**src/rtl/cpu_loader_pkg.sv**
```systemverilog
// ---------------------------------------------------------------------------
// cpu_loader_pkg
// Shared types and constants for the boot loader: the FSM state encoding,
// the command bytes recognised on the serial stream, and the helper that
// turns a word index into a byte address.
// ---------------------------------------------------------------------------
package cpu_loader_pkg;

    typedef enum logic [2:0] {
        IDLE   = 3'd0,
        CNT_HI = 3'd1,
        CNT_LO = 3'd2,
        DATA   = 3'd3,
        WRITE  = 3'd4,
        RUN    = 3'd5
    } state_t;

    localparam logic [7:0] CMD_IMEM = 8'h49;  // 'I'
    localparam logic [7:0] CMD_DMEM = 8'h44;  // 'D'
    localparam logic [7:0] CMD_GO   = 8'h47;  // 'G'
    localparam logic [7:0] CMD_HALT = 8'h48;  // 'H'

    // Word index -> 32-bit byte address (zero-extended, times four).
    function automatic logic [31:0] word_byte_addr(input logic [15:0] idx);
        return {14'd0, idx, 2'b00};
    endfunction

endpackage

```
**src/rtl/loader_word_packer.sv**
```systemverilog
// ---------------------------------------------------------------------------
// loader_word_packer
// Packs a big-endian byte stream into 32-bit words.
// Ports:
//   clk        clock
//   clr        synchronous clear of the shift register and byte counter
//   byte_valid a byte is being consumed this cycle
//   byte_in    the byte being consumed
//   word_valid high in the cycle the 4th byte of a word is consumed
//   word       the completed word (valid together with word_valid); it
//              already includes byte_in so the consumer can register it on
//              the same edge that consumes the last byte
// ---------------------------------------------------------------------------
module loader_word_packer (
    input  logic        clk,
    input  logic        clr,
    input  logic        byte_valid,
    input  logic [7:0]  byte_in,
    output logic        word_valid,
    output logic [31:0] word
);

    logic [31:0] shift_r;
    logic [1:0]  cnt_r;

    // Shift register and byte counter; clear has priority over a new byte.
    always_ff @(posedge clk) begin
        if (clr) begin
            shift_r <= 32'd0;
            cnt_r   <= 2'd0;
        end else if (byte_valid) begin
            shift_r <= {shift_r[23:0], byte_in};
            cnt_r   <= cnt_r + 2'd1;
        end else begin
            shift_r <= shift_r;
            cnt_r   <= cnt_r;
        end
    end

    assign word_valid = byte_valid && (cnt_r == 2'd3);
    assign word       = {shift_r[23:0], byte_in};

endmodule

```
**src/rtl/cpu_loader.sv**
```systemverilog
// ---------------------------------------------------------------------------
// cpu_loader
// Boot loader in front of the cpu. Parses a byte stream of commands:
//   'I' / 'D' + 16-bit count + count*4 bytes -> writes words to imem / dmem
//   'G' -> raises cpu_enable,  'H' (while running) -> drops it again.
// Ports:
//   clk, rst                      clock, synchronous active-high reset
//   rx_data/rx_valid/rx_ready     byte stream handshake
//   addr_ext/wen_ext/ren_ext/wdata_ext         instruction-memory port
//   addr_ext_2/wen_ext_2/ren_ext_2/wdata_ext_2 data-memory port
//   cpu_enable                    processor run enable
//   busy                          loader is inside a command
//   done / err                    one-cycle block complete / rejected pulses
// All outputs except the constant read strobes come straight from flops.
// ---------------------------------------------------------------------------
module cpu_loader
    import cpu_loader_pkg::*;
#(
    parameter int IMEM_WORDS = 512,
    parameter int DMEM_WORDS = 1024
) (
    input  logic        clk,
    input  logic        rst,
    input  logic [7:0]  rx_data,
    input  logic        rx_valid,
    output logic        rx_ready,
    output logic [31:0] addr_ext,
    output logic        wen_ext,
    output logic        ren_ext,
    output logic [31:0] wdata_ext,
    output logic [31:0] addr_ext_2,
    output logic        wen_ext_2,
    output logic        ren_ext_2,
    output logic [31:0] wdata_ext_2,
    output logic        cpu_enable,
    output logic        busy,
    output logic        done,
    output logic        err
);

    state_t      state_r;
    logic        sel_dmem_r;
    logic [15:0] count_r;
    logic [15:0] word_idx_r;

    logic        rx_ready_r;
    logic [31:0] addr_ext_r;
    logic        wen_ext_r;
    logic [31:0] wdata_ext_r;
    logic [31:0] addr_ext_2_r;
    logic        wen_ext_2_r;
    logic [31:0] wdata_ext_2_r;
    logic        cpu_enable_r;
    logic        busy_r;
    logic        done_r;
    logic        err_r;

    logic        rx_fire_s;
    logic [15:0] cnt_s;
    logic [16:0] depth_s;
    logic        pk_byte_valid_s;
    logic        pk_clr_s;
    logic        pk_word_valid_s;
    logic [31:0] pk_word_s;

    assign rx_fire_s       = rx_valid && rx_ready_r;
    // Full count as it will be once the low byte is consumed in CNT_LO.
    assign cnt_s           = {count_r[15:8], rx_data};
    assign depth_s         = sel_dmem_r ? 17'(DMEM_WORDS) : 17'(IMEM_WORDS);
    assign pk_byte_valid_s = rx_fire_s && (state_r == DATA);
    // Leaving DATA only happens on the word-completing byte.
    assign pk_clr_s        = rst || ((state_r == DATA) && pk_word_valid_s);

    loader_word_packer u_packer (
        .clk        (clk),
        .clr        (pk_clr_s),
        .byte_valid (pk_byte_valid_s),
        .byte_in    (rx_data),
        .word_valid (pk_word_valid_s),
        .word       (pk_word_s)
    );

    // Loader FSM with count/index registers and all registered outputs.
    always_ff @(posedge clk) begin
        if (rst) begin
            state_r       <= IDLE;
            sel_dmem_r    <= 1'b0;
            count_r       <= 16'd0;
            word_idx_r    <= 16'd0;
            rx_ready_r    <= 1'b1;
            addr_ext_r    <= 32'd0;
            wen_ext_r     <= 1'b0;
            wdata_ext_r   <= 32'd0;
            addr_ext_2_r  <= 32'd0;
            wen_ext_2_r   <= 1'b0;
            wdata_ext_2_r <= 32'd0;
            cpu_enable_r  <= 1'b0;
            busy_r        <= 1'b0;
            done_r        <= 1'b0;
            err_r         <= 1'b0;
        end else begin
            // Strobes and pulses last one cycle unless re-asserted below.
            wen_ext_r   <= 1'b0;
            wen_ext_2_r <= 1'b0;
            done_r      <= 1'b0;
            err_r       <= 1'b0;

            case (state_r)
                IDLE: begin
                    if (rx_fire_s) begin
                        case (rx_data)
                            CMD_IMEM: begin
                                sel_dmem_r <= 1'b0;
                                state_r    <= CNT_HI;
                                busy_r     <= 1'b1;
                            end
                            CMD_DMEM: begin
                                sel_dmem_r <= 1'b1;
                                state_r    <= CNT_HI;
                                busy_r     <= 1'b1;
                            end
                            CMD_GO: begin
                                state_r      <= RUN;
                                cpu_enable_r <= 1'b1;
                            end
                            default: begin
                                err_r <= 1'b1;
                            end
                        endcase
                    end
                end

                CNT_HI: begin
                    if (rx_fire_s) begin
                        count_r[15:8] <= rx_data;
                        state_r       <= CNT_LO;
                    end
                end

                CNT_LO: begin
                    if (rx_fire_s) begin
                        count_r    <= cnt_s;
                        word_idx_r <= 16'd0;
                        if (cnt_s == 16'd0) begin
                            done_r  <= 1'b1;
                            state_r <= IDLE;
                            busy_r  <= 1'b0;
                        end else if ({1'b0, cnt_s} > depth_s) begin
                            err_r   <= 1'b1;
                            state_r <= IDLE;
                            busy_r  <= 1'b0;
                        end else begin
                            state_r <= DATA;
                        end
                    end
                end

                DATA: begin
                    // The strobe is registered on the edge that consumes the
                    // 4th byte so it is visible in the following (WRITE) cycle.
                    if (pk_word_valid_s) begin
                        state_r    <= WRITE;
                        rx_ready_r <= 1'b0;
                        if (sel_dmem_r) begin
                            wen_ext_2_r   <= 1'b1;
                            addr_ext_2_r  <= word_byte_addr(word_idx_r);
                            wdata_ext_2_r <= pk_word_s;
                        end else begin
                            wen_ext_r   <= 1'b1;
                            addr_ext_r  <= word_byte_addr(word_idx_r);
                            wdata_ext_r <= pk_word_s;
                        end
                        word_idx_r <= word_idx_r + 16'd1;
                        // done rides along with the last strobe.
                        if ((word_idx_r + 16'd1) == count_r) begin
                            done_r <= 1'b1;
                        end
                    end
                end

                WRITE: begin
                    rx_ready_r <= 1'b1;
                    if (word_idx_r == count_r) begin
                        state_r <= IDLE;
                        busy_r  <= 1'b0;
                    end else begin
                        state_r <= DATA;
                    end
                end

                RUN: begin
                    // Everything except HALT is swallowed while running.
                    if (rx_fire_s && (rx_data == CMD_HALT)) begin
                        cpu_enable_r <= 1'b0;
                        state_r      <= IDLE;
                    end
                end

                default: begin
                    state_r      <= IDLE;
                    rx_ready_r   <= 1'b1;
                    cpu_enable_r <= 1'b0;
                    busy_r       <= 1'b0;
                end
            endcase
        end
    end

    assign rx_ready    = rx_ready_r;
    assign addr_ext    = addr_ext_r;
    assign wen_ext     = wen_ext_r;
    assign ren_ext     = 1'b0;
    assign wdata_ext   = wdata_ext_r;
    assign addr_ext_2  = addr_ext_2_r;
    assign wen_ext_2   = wen_ext_2_r;
    assign ren_ext_2   = 1'b0;
    assign wdata_ext_2 = wdata_ext_2_r;
    assign cpu_enable  = cpu_enable_r;
    assign busy        = busy_r;
    assign done        = done_r;
    assign err         = err_r;

endmodule

```
**config.mk**
```make
export PLATFORM = sky130hd
export DESIGN_NAME = cpu_loader
export DESIGN_NICKNAME = d
export VERILOG_FILES = /design/src/rtl/cpu_loader_pkg.sv /design/src/rtl/loader_word_packer.sv /design/src/rtl/cpu_loader.sv
export SDC_FILE = /design/constraint.sdc
export NUM_CORES = 1
export LEC_CHECK = 0
export ABC_CLOCK_PERIOD_IN_PS = 3030
export BUFFER_PORTS_ARGS = -buffer_cell sky130_fd_sc_hd__buf_2
export CAP_MARGIN = 0
export CORE_MARGIN = 2
export CORE_UTILIZATION = 45
export CTS_CLUSTER_DIAMETER = 150
export CTS_CLUSTER_SIZE = 10
export DETAILED_ROUTE_END_ITERATION = 7
export PLACE_DENSITY = 0.77
export SLEW_MARGIN = 20
export SYNTH_ARGS = -nofsm -noshare
export SYNTH_HDL_FRONTEND = slang
export SYNTH_SLANG_ARGS = --single-unit
export TNS_END_PERCENT = 1
```
**constraint.sdc**
```tcl
create_clock -name clk -period 3.03 [get_ports clk]
set_input_delay 0.1515 -clock clk [delete_from_list [all_inputs] [get_ports clk]]
set_output_delay 0.1515 -clock clk [all_outputs]
set_load 0.01 [all_outputs]
```
== Word-level counts from Yosys, hierarchy flattened ==
Index checks and enable logic that the tools add are counted.
Word-level totals
  register bits after elaboration: 165
  input port bits: 11
  output and inout port bits: 137
  logic and storage cells: 119
Operators by class
  add/sub/neg operators: 2
  $lt $le $gt $ge: 1
  eq/ne operators: 22
  multiplexer cells: 43
  bitwise logic cells: 7
  reductions and logical operators: 26
Operators by type and width (number)
  $eq 16x16->1: 2
  $eq 8x7->1 const B: 4
  $mux 16: 2
  $pmux 16 s2: 1
  $mux 1: 21
  $mux 3: 6
  $pmux 3 s6: 1
  $add 16x1->16 const B: 1
  $gt 16x11->1: 1
  $logic_not 16->1: 1
  $pmux 8 s2: 1
  $reduce_and 3->1: 5
  $ne 2x2->1 const B: 7
  $reduce_and 6->1: 2
  $mux 11: 1
  $reduce_or 3->1: 3
  $mux 8: 1
  $pmux 1 s2: 4
  $reduce_or 4->1: 2
  $not 1->1: 7
  $eq 3x2->1 const B: 2
  $eq 3x3->1 const B: 2
  $pmux 3 s2: 1
  $logic_and 1x1->1: 5
  other kinds (15): 18

== Depth between registers and ports, before layout ==
  depth in word-level cells: 6
  mapped depth: 9
  mapped depth without buffers: 8

== Hierarchy ==
From an unflattened synthesis, not the netlist that was laid out.
Unflattened totals
  cells, all modules: 916
  area total of the unflattened synthesis: 7308.3 sq um
Modules (own cells, without submodules)
  cpu_loader: instances 1, cells each 822, area each 6284.8 sq um, sequential area each 2782.7 sq um
  loader_word_packer: instances 1, cells each 94, area each 1023.5 sq um, sequential area each 520.5 sq um

== Worst setup path before layout ==
OpenSTA, ideal clock, no wires.
  kind: flip-flop to flip-flop
  start point: reg word_idx_r[1]
  end point: reg done_r (netlist: done)
  setup time: 69 ps
  data arrival time: 2166 ps
  path slack: 795 ps
  stages on the path, launching flop included: 9
  path buffers: 1
  period minus slack after synthesis: 2235 ps
  cells stage by stage: dfxtp_1 > ha_1 > buf_2 > inv_1 > or4_4 > xnor2_1 > o21ai_1 > or4_1 > o21ai_1
On the way
  word-level cells in the longest chain between the ends: 5
Ends and longest elaborated chain
  from (decl): RTL line cpu_loader.sv:44  | logic [15:0] word_idx_r;
  from (signal assigned): RTL line cpu_loader.sv:173  | word_idx_r <= word_idx_r + 16'd1;
  $add 16x1->16: RTL line cpu_loader.sv:175  | if ((word_idx_r + 16'd1) == count_r) begin
  $eq 16x16->1: RTL line cpu_loader.sv:175
  $mux 1: RTL line cpu_loader.sv:175
  $mux 1: RTL line cpu_loader.sv:161  | if (pk_word_valid_s) begin
  $pmux 1 s2: RTL line cpu_loader.sv:108  | case (state_r)
  to (signal assigned): RTL line cpu_loader.sv:99  | done_r <= 1'b0;
  to (signal assigned): RTL line cpu_loader.sv:105  | done_r <= 1'b0;
  to (signal assigned): RTL line cpu_loader.sv:176  | done_r <= 1'b1;
  to (decl): RTL line cpu_loader.sv:55  | logic done_r;
No other way between the ends.
A chain may end at the register's enable or synchronous reset.

== Worst setup path after layout ==
  start point: reg state_r[0]
  end point: reg wdata_ext_2_r[29] (netlist: wdata_ext_2[29])
On the way
  word-level cells in the longest chain between the ends: 4
Ends and longest elaborated chain
  from (decl): RTL line cpu_loader.sv:41  | state_t state_r;
  from (signal assigned): RTL line cpu_loader.sv:86  | state_r <= IDLE;
  from (signal assigned): RTL line cpu_loader.sv:114  | state_r <= CNT_HI;
  from (signal assigned): RTL line cpu_loader.sv:119  | state_r <= CNT_HI;
  $eq 3x2->1 *: RTL line cpu_loader.sv:70, cpu_loader.sv:108
  $logic_and 1x1->1: RTL line cpu_loader.sv:70  | assign pk_byte_valid_s = rx_fire_s && (state_r == DATA);
  $logic_and 1x1->1: RTL line loader_word_packer.sv:40  | assign word_valid = byte_valid && (cnt_r == 2'd3);
  $reduce_and 3->1 (no line) *
  to (signal assigned): RTL line cpu_loader.sv:167  | wdata_ext_2_r <= pk_word_s;
  to (decl): RTL line cpu_loader.sv:52  | logic [31:0] wdata_ext_2_r;
Mark *: on every way between the ends. The rest lies on a longest branch, timed or not.

==> flow_summary.json <==
{
  "status": "complete, no violations",
  "clock-sinks": 165,
  "instances_no_fill": 1224,
  "irDropWorstVdd_mv": 0.393,
  "dpl_cell_area_um2": 7710,
  "holdCritPathClass": "primary input to flip-flop",
  "die_w_um": 130,
  "first_pass_iters": 5,
  "yosys_register_bits": 165,
  "holdWs_ns": 0.0561,
  "ys_types": 56,
  "cts_buffers": 17,
  "cts-resized-gates": 0,
  "final_common_cell": "nand2_1",
  "path_cells": "nand2_1 > or4_1 > nor2_4 > buf_4 > nand2_1 > a21oi_1",
  "critPathMaxStageDelay_ns": 0.67,
  "drc": 0,
  "setup_viol": 0,
  "avgSynthCellArea_um2": 7.75,
  "drtIter0Drc": 436,
  "fin_area_um2": 8350,
  "ant_nets": 0,
  "clock_skew_ns": 0.0120,
  "grt_max_degree": 95,
  "area_delta_synth_final_pct": 17.2,
  "worst-path-buf-inv": 1,
  "synth_edf_count": 0,
  "fin_ws_ns": 0.445,
  "synth_area_leader_cell": "dfxtp_1",
  "worst_pin_slew_ns": 0.948,
  "r2r_slack_ns": 0.44,
  "final_cell_mix": "nand2_1, dfxtp_1, a21oi_1, buf_2, nor2_1",
  "cts_tree": "done",
  "synth_seq_area_share_pct": 46.4,
  "drive_gt1_share_pct": 17.6,
  "die-area_um2": 16800,
  "drv_slew": 0,
  "grt_overflow_total": 0,
  "num_rows": 45,
  "die_y_um": 130,
  "max_freq_mhz": 387,
  "synthTopCellsByArea": "dfxtp_1, nand2_1, a21oi_1",
  "yosysWarnings": 0,
  "cp.arrival_ns": 2.93,
  "pre_cts_slack_ns": 0.540,
  "powerDensity_nw_per_um2": 554,
  "rsz0062_at_grt": "no",
  "antenna_found_initial": 0,
  "placedCellCount": 1192,
  "async_flop_share_pct": 0,
  "cts_buffer_depth": 2,
  "relSlewSlack_pct": 36.8,
  "fillers": 1468,
  "antenna_cells": 0,
  "fin_crit_sh_pct": 85.3,
  "dp_hpwl_um": 12900,
  "vias": 6472,
  "cp_max_fo": 18,
  "clk_pin_slew_worst_paths_ns": 0.07,
  "worst_ep_required_time_ns": 3.37,
  "placeableCoreArea_um2": 15300,
  "htreeDepth": 4,
  "synth_area_um2": 7120,
  "setup.worst_path.end_class": "flip-flop",
  "fin_nets": 1015,
  "viasPerCell": 5.29,
  "syn_inst": 919,
  "finalSetupTns_ns": 0,
  "synth_top_area_share_pct": 46.4,
  "cp_slowest_cell": "or4_1",
  "clk-insertion-delay-late_ns": 0.44,
  "max_cap_violations": 0,
  "portBuffers": 113,
  "cts_hold_buf": 0,
  "grt_pass1_vias": 5815,
  "ctsRootBufferMaster": "clkbuf_16",
  "hold_viol": 0,
  "initial_utilization_pct": 46.5,
  "crit_type": "flip-flop to flip-flop",
  "post_cts_buffers": 0,
  "path_common_cell": "nand2_1",
  "place.gp.congestion": 0.864,
  "drt_wl_total_um": 19100,
  "synth_ff_type": "dfxtp_1",
  "grt_pass1_wl_um": 30300,
  "pin_count": 148,
  "grt.total_usage_pct": 23.0,
  "routed_wire_length_per_instance_um": 15.6,
  "p_leak_nw": 3.27,
  "critPathTopFamily": "simple AND/OR/NAND/NOR gates",
  "cp-start-kind": "flip-flop",
  "period_minus_slack_ns": 2.59
}
[power by group]
group | internal (mW) | leakage (nW) | total (mW) | switching, mW
Combinational | 0.0207 | 1.63 | 0.110 | 0.0896
Clock | 1.41 | 0.309 | 2.34 | 0.926
Sequential | 2.17 | 1.33 | 2.17 | 0.00166
[final timing paths]
path,startpoint,to,depth (start not counted)
max reg2reg,state_r[0],wdata_ext_2[29],6
min,rx_data[7],u_packer.shift_r[7],3
max,state_r[0],wdata_ext_2[29],6
min reg2reg,addr_ext_2[9],addr_ext_2[9],2
[sequential cells by signal, summed over array words and instances, names as in the netlist, 2 cells and up]
name and flops:
state_r 3, word_idx_r 16, u_packer.cnt_r 2, wdata_ext 32, addr_ext 16, wdata_ext_2 32, addr_ext_2 16, count_r 16
u_packer.shift_r 24
[through the flow]
step	total power [mW]	util [%]
2_1_floorplan	2.33	-
3_3_place_gp	2.33	50.3
3_5_place_dp	2.33	50.3
4_1_cts	4.65	54.5
5_1_grt	4.75	54.5
6_report	4.62	54.5
[metal layers]
metal  track usage, %  share of wire, %
met1             31.0                44
met2             36.2                47
met3             5.54               7.9
met4             7.84               1.7
met5                0                 0
[cells in the mapped netlist (all sizes together) (2+ instances only)]
cell type and instances:
nand4 8, clkbuf 51, nand2 278, buf 50
nor3 12, mux2i 10, inv 9, xor2 11
o311ai 2, or4 7, a211o 2, and2 3
nand4b 4, a311oi 2, nand3 17, or3 3
a21oi 141, a31oi 3, nor2b 6, nor2 52
xnor2 25, o31ai 2, nand2b 4, nand3b 2
o21ai 11, and4 3, nor3b 3, nor4 7
mux2 2, ha 4, a31o 2, dfxtp 165
[cells by family after synthesis]
group / after synthesis / synth area share [%]
compound gates: 177 / 13.6
xor+xnor: 36 / 4.43
fa+ha+maj: 4 / 0.703
buf+inv: 110 / 7.82
flops: 165 / 46.4
mux: 12 / 1.72
other cells: 1 / 0.0527
simple gates: 414 / 25.3
[worst min-delay path: stages]
cell and delay, ns:
buf_2 0.16, nand2_1 0.07, a21oi_1 0.05
[layout make-up]
cell class / count / area (um2) / area share, %
inverter: 9 / 33.8 / 0.405
clock inverter: 14 / 200 / 2.40
sequential: 165 / 3300 / 39.6
tap: 211 / 264 / 3.16
clock buffer: 18 / 439 / 5.26
multi-input combinational: 677 / 3410 / 40.9
timing repair buffer: 130 / 696 / 8.34
(Power assumes the default switching activity.)
